<file path="src/rtl/spi_cmd_decoder.sv">
// Frame parser behind the SPI slave byte receiver: turns command/address/data
// byte streams into phase-register writes, commit pulses and the drive enable.
module spi_cmd_decoder #(
    parameter int NUM_CH  = 64,
    parameter int ADDR_W  = 6,
    parameter int PHASE_W = 8
) (
    input  logic               clk,
    input  logic               rst,
    input  logic               ss,
    input  logic               byte_valid,
    input  logic [7:0]         byte_in,
    output logic               wr_en,
    output logic [ADDR_W-1:0]  wr_addr,
    output logic [PHASE_W-1:0] wr_data,
    output logic               commit,
    output logic               out_en,
    output logic               err,
    output logic               busy
);

    typedef enum logic [2:0] {
        IDLE    = 3'd0,
        CMD     = 3'd1,
        ADDR    = 3'd2,
        DATA    = 3'd3,
        EN      = 3'd4,
        DISCARD = 3'd5
    } state_t;

    localparam logic [7:0] CMD_WRITE  = 8'h01;
    localparam logic [7:0] CMD_COMMIT = 8'h02;
    localparam logic [7:0] CMD_ENABLE = 8'h03;

    // 9 bits so that NUM_CH = 256 still compares correctly against a byte
    localparam logic [8:0]        NUM_CH_W  = 9'(NUM_CH);
    localparam logic [ADDR_W-1:0] LAST_ADDR = ADDR_W'(NUM_CH - 1);

    state_t             state, state_n;
    logic               ss_armed, ss_armed_n;
    logic               ovf_pend, ovf_pend_n;
    logic [ADDR_W-1:0]  addr_reg, addr_reg_n;
    logic               wr_en_n, commit_n, err_n, out_en_n;
    logic [ADDR_W-1:0]  wr_addr_n;
    logic [PHASE_W-1:0] wr_data_n;

    always_ff @(posedge clk) begin
        if (rst) begin
            state    <= IDLE;
            ss_armed <= 1'b0;
            ovf_pend <= 1'b0;
            addr_reg <= '0;
            wr_en    <= 1'b0;
            wr_addr  <= '0;
            wr_data  <= '0;
            commit   <= 1'b0;
            out_en   <= 1'b0;
            err      <= 1'b0;
        end else begin
            state    <= state_n;
            ss_armed <= ss_armed_n;
            ovf_pend <= ovf_pend_n;
            addr_reg <= addr_reg_n;
            wr_en    <= wr_en_n;
            wr_addr  <= wr_addr_n;
            wr_data  <= wr_data_n;
            commit   <= commit_n;
            out_en   <= out_en_n;
            err      <= err_n;
        end
    end

    always_comb begin
        state_n    = state;
        ss_armed_n = ss_armed;
        ovf_pend_n = ovf_pend;
        addr_reg_n = addr_reg;
        wr_en_n    = 1'b0;
        commit_n   = 1'b0;
        err_n      = 1'b0;
        out_en_n   = out_en;
        wr_addr_n  = wr_addr;
        wr_data_n  = wr_data;

        case (state)
            IDLE: begin
                // A frame only opens on a seen high-to-low chip-select edge
                if (ss) begin
                    ss_armed_n = 1'b1;
                end else if (ss_armed) begin
                    ss_armed_n = 1'b0;
                    state_n    = CMD;
                end
            end
            CMD: begin
                if (byte_valid) begin
                    case (byte_in)
                        CMD_WRITE:  state_n = ADDR;
                        CMD_COMMIT: begin
                            commit_n = 1'b1;
                            state_n  = DISCARD;
                        end
                        CMD_ENABLE: state_n = EN;
                        default: begin
                            err_n   = 1'b1;
                            state_n = DISCARD;
                        end
                    endcase
                end
            end
            ADDR: begin
                if (byte_valid) begin
                    if ({1'b0, byte_in} >= NUM_CH_W) begin
                        err_n   = 1'b1;
                        state_n = DISCARD;
                    end else begin
                        addr_reg_n = byte_in[ADDR_W-1:0];
                        state_n    = DATA;
                    end
                end
            end
            DATA: begin
                if (byte_valid) begin
                    wr_en_n    = 1'b1;
                    wr_addr_n  = addr_reg;
                    wr_data_n  = byte_in[PHASE_W-1:0];
                    addr_reg_n = addr_reg + ADDR_W'(1);
                    // Last channel written: the next byte is an overflow, not a wrap
                    if (addr_reg == LAST_ADDR) begin
                        ovf_pend_n = 1'b1;
                        state_n    = DISCARD;
                    end
                end
            end
            EN: begin
                if (byte_valid) begin
                    out_en_n = byte_in[0];
                    state_n  = DISCARD;
                end
            end
            DISCARD: begin
                if (byte_valid && ovf_pend) begin
                    err_n      = 1'b1;
                    ovf_pend_n = 1'b0;
                end
            end
            default: state_n = IDLE;
        endcase

        // Chip select high ends any frame; a byte in the same cycle still counts
        if (state != IDLE && ss) begin
            state_n    = IDLE;
            ss_armed_n = 1'b1;
            ovf_pend_n = 1'b0;
        end
    end

    assign busy = (state != IDLE);

endmodule

</file>
<file path="config.mk">
export PLATFORM = sky130hd
export DESIGN_NAME = spi_cmd_decoder
export DESIGN_NICKNAME = d
export VERILOG_FILES = /design/src/rtl/spi_cmd_decoder.sv
export SDC_FILE = /design/constraint.sdc
export NUM_CORES = 1
export LEC_CHECK = 0
export CAP_MARGIN = 20
export CORE_MARGIN = 2
export CORE_UTILIZATION = 49
export DETAILED_ROUTE_END_ITERATION = 12
export GPL_TIMING_DRIVEN = 1
export PLACE_DENSITY = 0.78
export SYNTH_ARGS = -nofsm -noshare
export SYNTH_HDL_FRONTEND = slang
export SYNTH_SLANG_ARGS = --single-unit
</file>
<file path="constraint.sdc">
create_clock -name clk -period 1.65 [get_ports clk]
set_input_delay 0.33 -clock clk [delete_from_list [all_inputs] [get_ports clk]]
set_output_delay 0.33 -clock clk [all_outputs]
set_load 0.01 [all_outputs]
</file>
==> results of run 1 <==
[repair_timing]
item                       4_1_cts  5_1_grt
setup endpoints to repair        2        2
pin swaps                        0        2
hold buffers                     0        0
resized for setup                4        4
setup buffers                    0        1
[metrics by stage]
step	cell area (um^2)	total power (W)	setup TNS, ns
detailed placement	1840	0.000923	-3.79
global placement	1840	0.000916	-2.57
CTS	1960	0.00164	0
floorplan	1390	0.000821	0
finish	1970	0.00164	0
global route	1970	0.00169	0
[power by group through the flow]
stage	clock, W	sequential [W]	combinational [W]
6_report	0.000729	0.000713	0.000203
5_1_grt	0.000762	0.000714	0.000218
4_1_cts	0.000733	0.000711	0.000200
3_5_place_dp	0	0.000727	0.000195
3_3_place_gp	0	0.000727	0.000188
2_1_floorplan	0	0.000730	0.0000913
[area by class of cell]
| type | instances | area [um^2] |
|---|---|---|
| Timing Repair Buffer | 54 | 478 |
| Sequential cell | 29 | 582 |
| Tap cell | 31 | 38.8 |
| Clock buffer | 5 | 37.5 |
| Clock inverter | 3 | 65.1 |
| Inverter | 2 | 7.51 |
| Fill cell | 210 | 767 |
| Multi-Input combinational cell | 132 | 758 |
[worst min-delay path: stages]
cell and delay (ns):
dlymetal6s2s_1 0.16, nand2_1 0.09, a21oi_1 0.08
[synthesized netlist by cell type, types with 2 or more instances]
master | number | area [um^2]
inv_1 | 2 | 7.51
nand2b_1 | 3 | 18.8
nor2_1 | 11 | 41.3
a21oi_1 | 22 | 110
buf_2 | 4 | 20.0
nand3_1 | 5 | 25.0
a21oi_2 | 2 | 17.5
nor3_1 | 3 | 15.0
and2_1 | 2 | 12.5
nand4_1 | 2 | 12.5
nor2b_1 | 3 | 18.8
nand2_1 | 36 | 135
clkbuf_1 | 7 | 26.3
dfxtp_1 | 29 | 581
nand3b_1 | 3 | 22.5
a211oi_1 | 2 | 15.0
mux2i_1 | 2 | 20.0
or3_1 | 3 | 18.8
o21ai_0 | 10 | 50.1
a32o_1 | 3 | 30.0
[layout by cell type, fill, tap and decap left out, types with 2 or more instances in the layout]
cell,netlist,layout
nor2_1,11,11
nor2b_1,3,3
nand4_1,2,2
bufinv_16,0,2
dfxtp_1,29,28
mux2i_1,2,2
inv_1,2,2
nor3_1,3,3
or3_1,3,2
a21oi_1,22,22
clkdlybuf4s50_1,0,28
buf_4,0,24
nand3b_1,3,3
nand3_1,5,5
clkbuf_4,0,5
nand2_1,36,36
and2_1,2,2
nand2b_1,3,3
a211oi_1,2,2
a21oi_2,2,2
a32o_1,3,3
o21ai_0,10,10
[cells by family after synthesis]
logic type,count (synthesis)
compound gates,50
buf+inv,14
mux,2
simple gates,79
fa+ha+maj,1
flops,29
[final timing paths]
kind / to / startpoint / cells past startpoint
max: state[2] / byte_in[4] / 5
min: wr_data[2] / byte_in[2] / 3
max reg2reg: state[0] / state[0] / 4
min reg2reg: wr_addr[2] / wr_addr[2] / 2
[metal layers]
layer / up-vias / global-route usage / share of wire
li1: 718 / - / -
met1: 675 / 0.298 / 0.43
met2: 73 / 0.411 / 0.48
met3: 16 / 0.0816 / 0.056
met4: 0 / 0.0997 / 0.034
met5: - / 0 / 0
==> flow_metrics.env, run 1 <==
export IMPL_final_hold_viol_count=0
export IMPL_cts_sinks=29
export IMPL_relSlewSlack=0.755
export IMPL_period_needed_ns=1.63
export IMPL_cap_violations=0
export IMPL_synthesis_area_um2=1390
export IMPL_grt_ovfl_total=0
export IMPL_synth_edf_count=0
export IMPL_path_buf_inv=1
export IMPL_viasPerCell=5.79
export IMPL_numCtsBuffers=5
export IMPL_p_seq_frac=0.433
export IMPL_synth_top_family_by_area="simple AND/OR/NAND/NOR gates"
export IMPL_setup_viol=0
export IMPL_synthCells=175
export IMPL_port_buffers=30
export IMPL_maxSlewViolCount=0
export IMPL_end_kind="flop"
export IMPL_fin_crit_sh=0.988
export IMPL_largest_register_ffs=8
export IMPL_power_density_nw_per_um2=836
export IMPL_synth_compound_area_frac=0.230
export IMPL_num_rows=19
export IMPL_vias=1482
export IMPL_critical_path_arrival_ns=1.87
export IMPL_fp_dieH_um=57.3
export IMPL_reg2reg_slack_ns=0.08
export IMPL_grt_pass1_wl_mm=6.20
export IMPL_combinationalPowerShare=0.124
export IMPL_hold_class="input pin to flop"
export IMPL_cts_buffer_depth=2
export IMPL_place_gp_congestion=0.843
export IMPL_cp_required_ns=1.89
export IMPL_synth_net_count=188
export IMPL_static_leakage_power_nw=0.706
export IMPL_routed_wl_mm=3.88
export IMPL_cts_max_level=2
export IMPL_num_antenna_cells=0
export IMPL_drc=0
export IMPL_pin_count=31
export IMPL_synthToLayoutAreaGrowth_pct=41.5
export IMPL_synth_flop_cell="dfxtp_1"
export IMPL_wire_per_inst_um=15.2
export IMPL_crit_path_start_kind="input pin"
export IMPL_clkPwrFrac=0.443
export IMPL_cp_top_family="compound AO/OA/AOI/OAI gates"
export IMPL_ys_ff_latch=29
export IMPL_dp_cells=247
export IMPL_rsz0062_at_grt="no"
export IMPL_start_util=0.508
export IMPL_place_ws_ns=-0.330
export IMPL_yosys_area_share_simple=0.282
export IMPL_criticalPathCategory="input pin to flop"
export IMPL_crit_slowest_cell="clkdlybuf4s50_1"
export IMPL_die_area_um2=3280
export IMPL_holdWs_ns=0.383
export IMPL_hpwl_mm=2.76
export IMPL_async_flop_share=0
export IMPL_switchingPower_w=0.000369
export IMPL_crit_chain="clkdlybuf4s50_1, nor4_4, nand4b_1, a221o_1, a32o_1"
export IMPL_firstDrtPassIters=4
export IMPL_cts_tree="built"
export IMPL_postSynthAreaPerCell_um2=7.94
export IMPL_clkSlewWorstSetupHoldPaths_ns=0.10
export IMPL_drt_iter0_markers=61
export IMPL_grt_pass1_vias=1375
export IMPL_post_route_util=0.719
export IMPL_antenna_found_initial=0
export IMPL_seq_area_frac_synth=0.418
export IMPL_nets=237
export IMPL_irDropWorstVdd_mv=1.10
export IMPL_synthMuxAreaShare=0.0144
export IMPL_max_stage_delay_ns=0.46
export IMPL_ant_nets=0
export IMPL_setup_slack_ns=0.0202
export IMPL_synth_cell_type_count=41
export IMPL_fmax_ghz=0.614
export IMPL_p_int_w=0.00128
export IMPL_die_x_um=57.3
export IMPL_clock_root_buffer="clkbuf_4"
export IMPL_core_um2=2730
export IMPL_finalNonFillerCells=256
export IMPL_insertion_delay_ns=0.33
export IMPL_synth_adder_area_share=0.00900
export IMPL_grt_max_degree=17
export IMPL_synth_xor_area_frac=0
export IMPL_groute_usage_overall=0.248
export IMPL_p_sw_frac=0.224
export IMPL_ys_warn_count=0
export IMPL_layout_drive_gt1_share=0.182
export IMPL_status="complete, no violations"
export IMPL_skew_ns=0.00756
export IMPL_cp_max_fo=2
export IMPL_worst_pin_slew_ns=0.365
Power figures use the tool's default switching activity.
==> run 2, diff against run 1 <==
--- a/config.mk
+++ b/config.mk
@@ -9,6 +9,7 @@
 export CORE_MARGIN = 2
 export CORE_UTILIZATION = 49
 export DETAILED_ROUTE_END_ITERATION = 12
+export GPL_ROUTABILITY_DRIVEN = 0
 export GPL_TIMING_DRIVEN = 1
 export PLACE_DENSITY = 0.78
 export SYNTH_ARGS = -nofsm -noshare
==> results of run 2 <==
The final DEF is identical to that of run 1; final timing and power are the same.
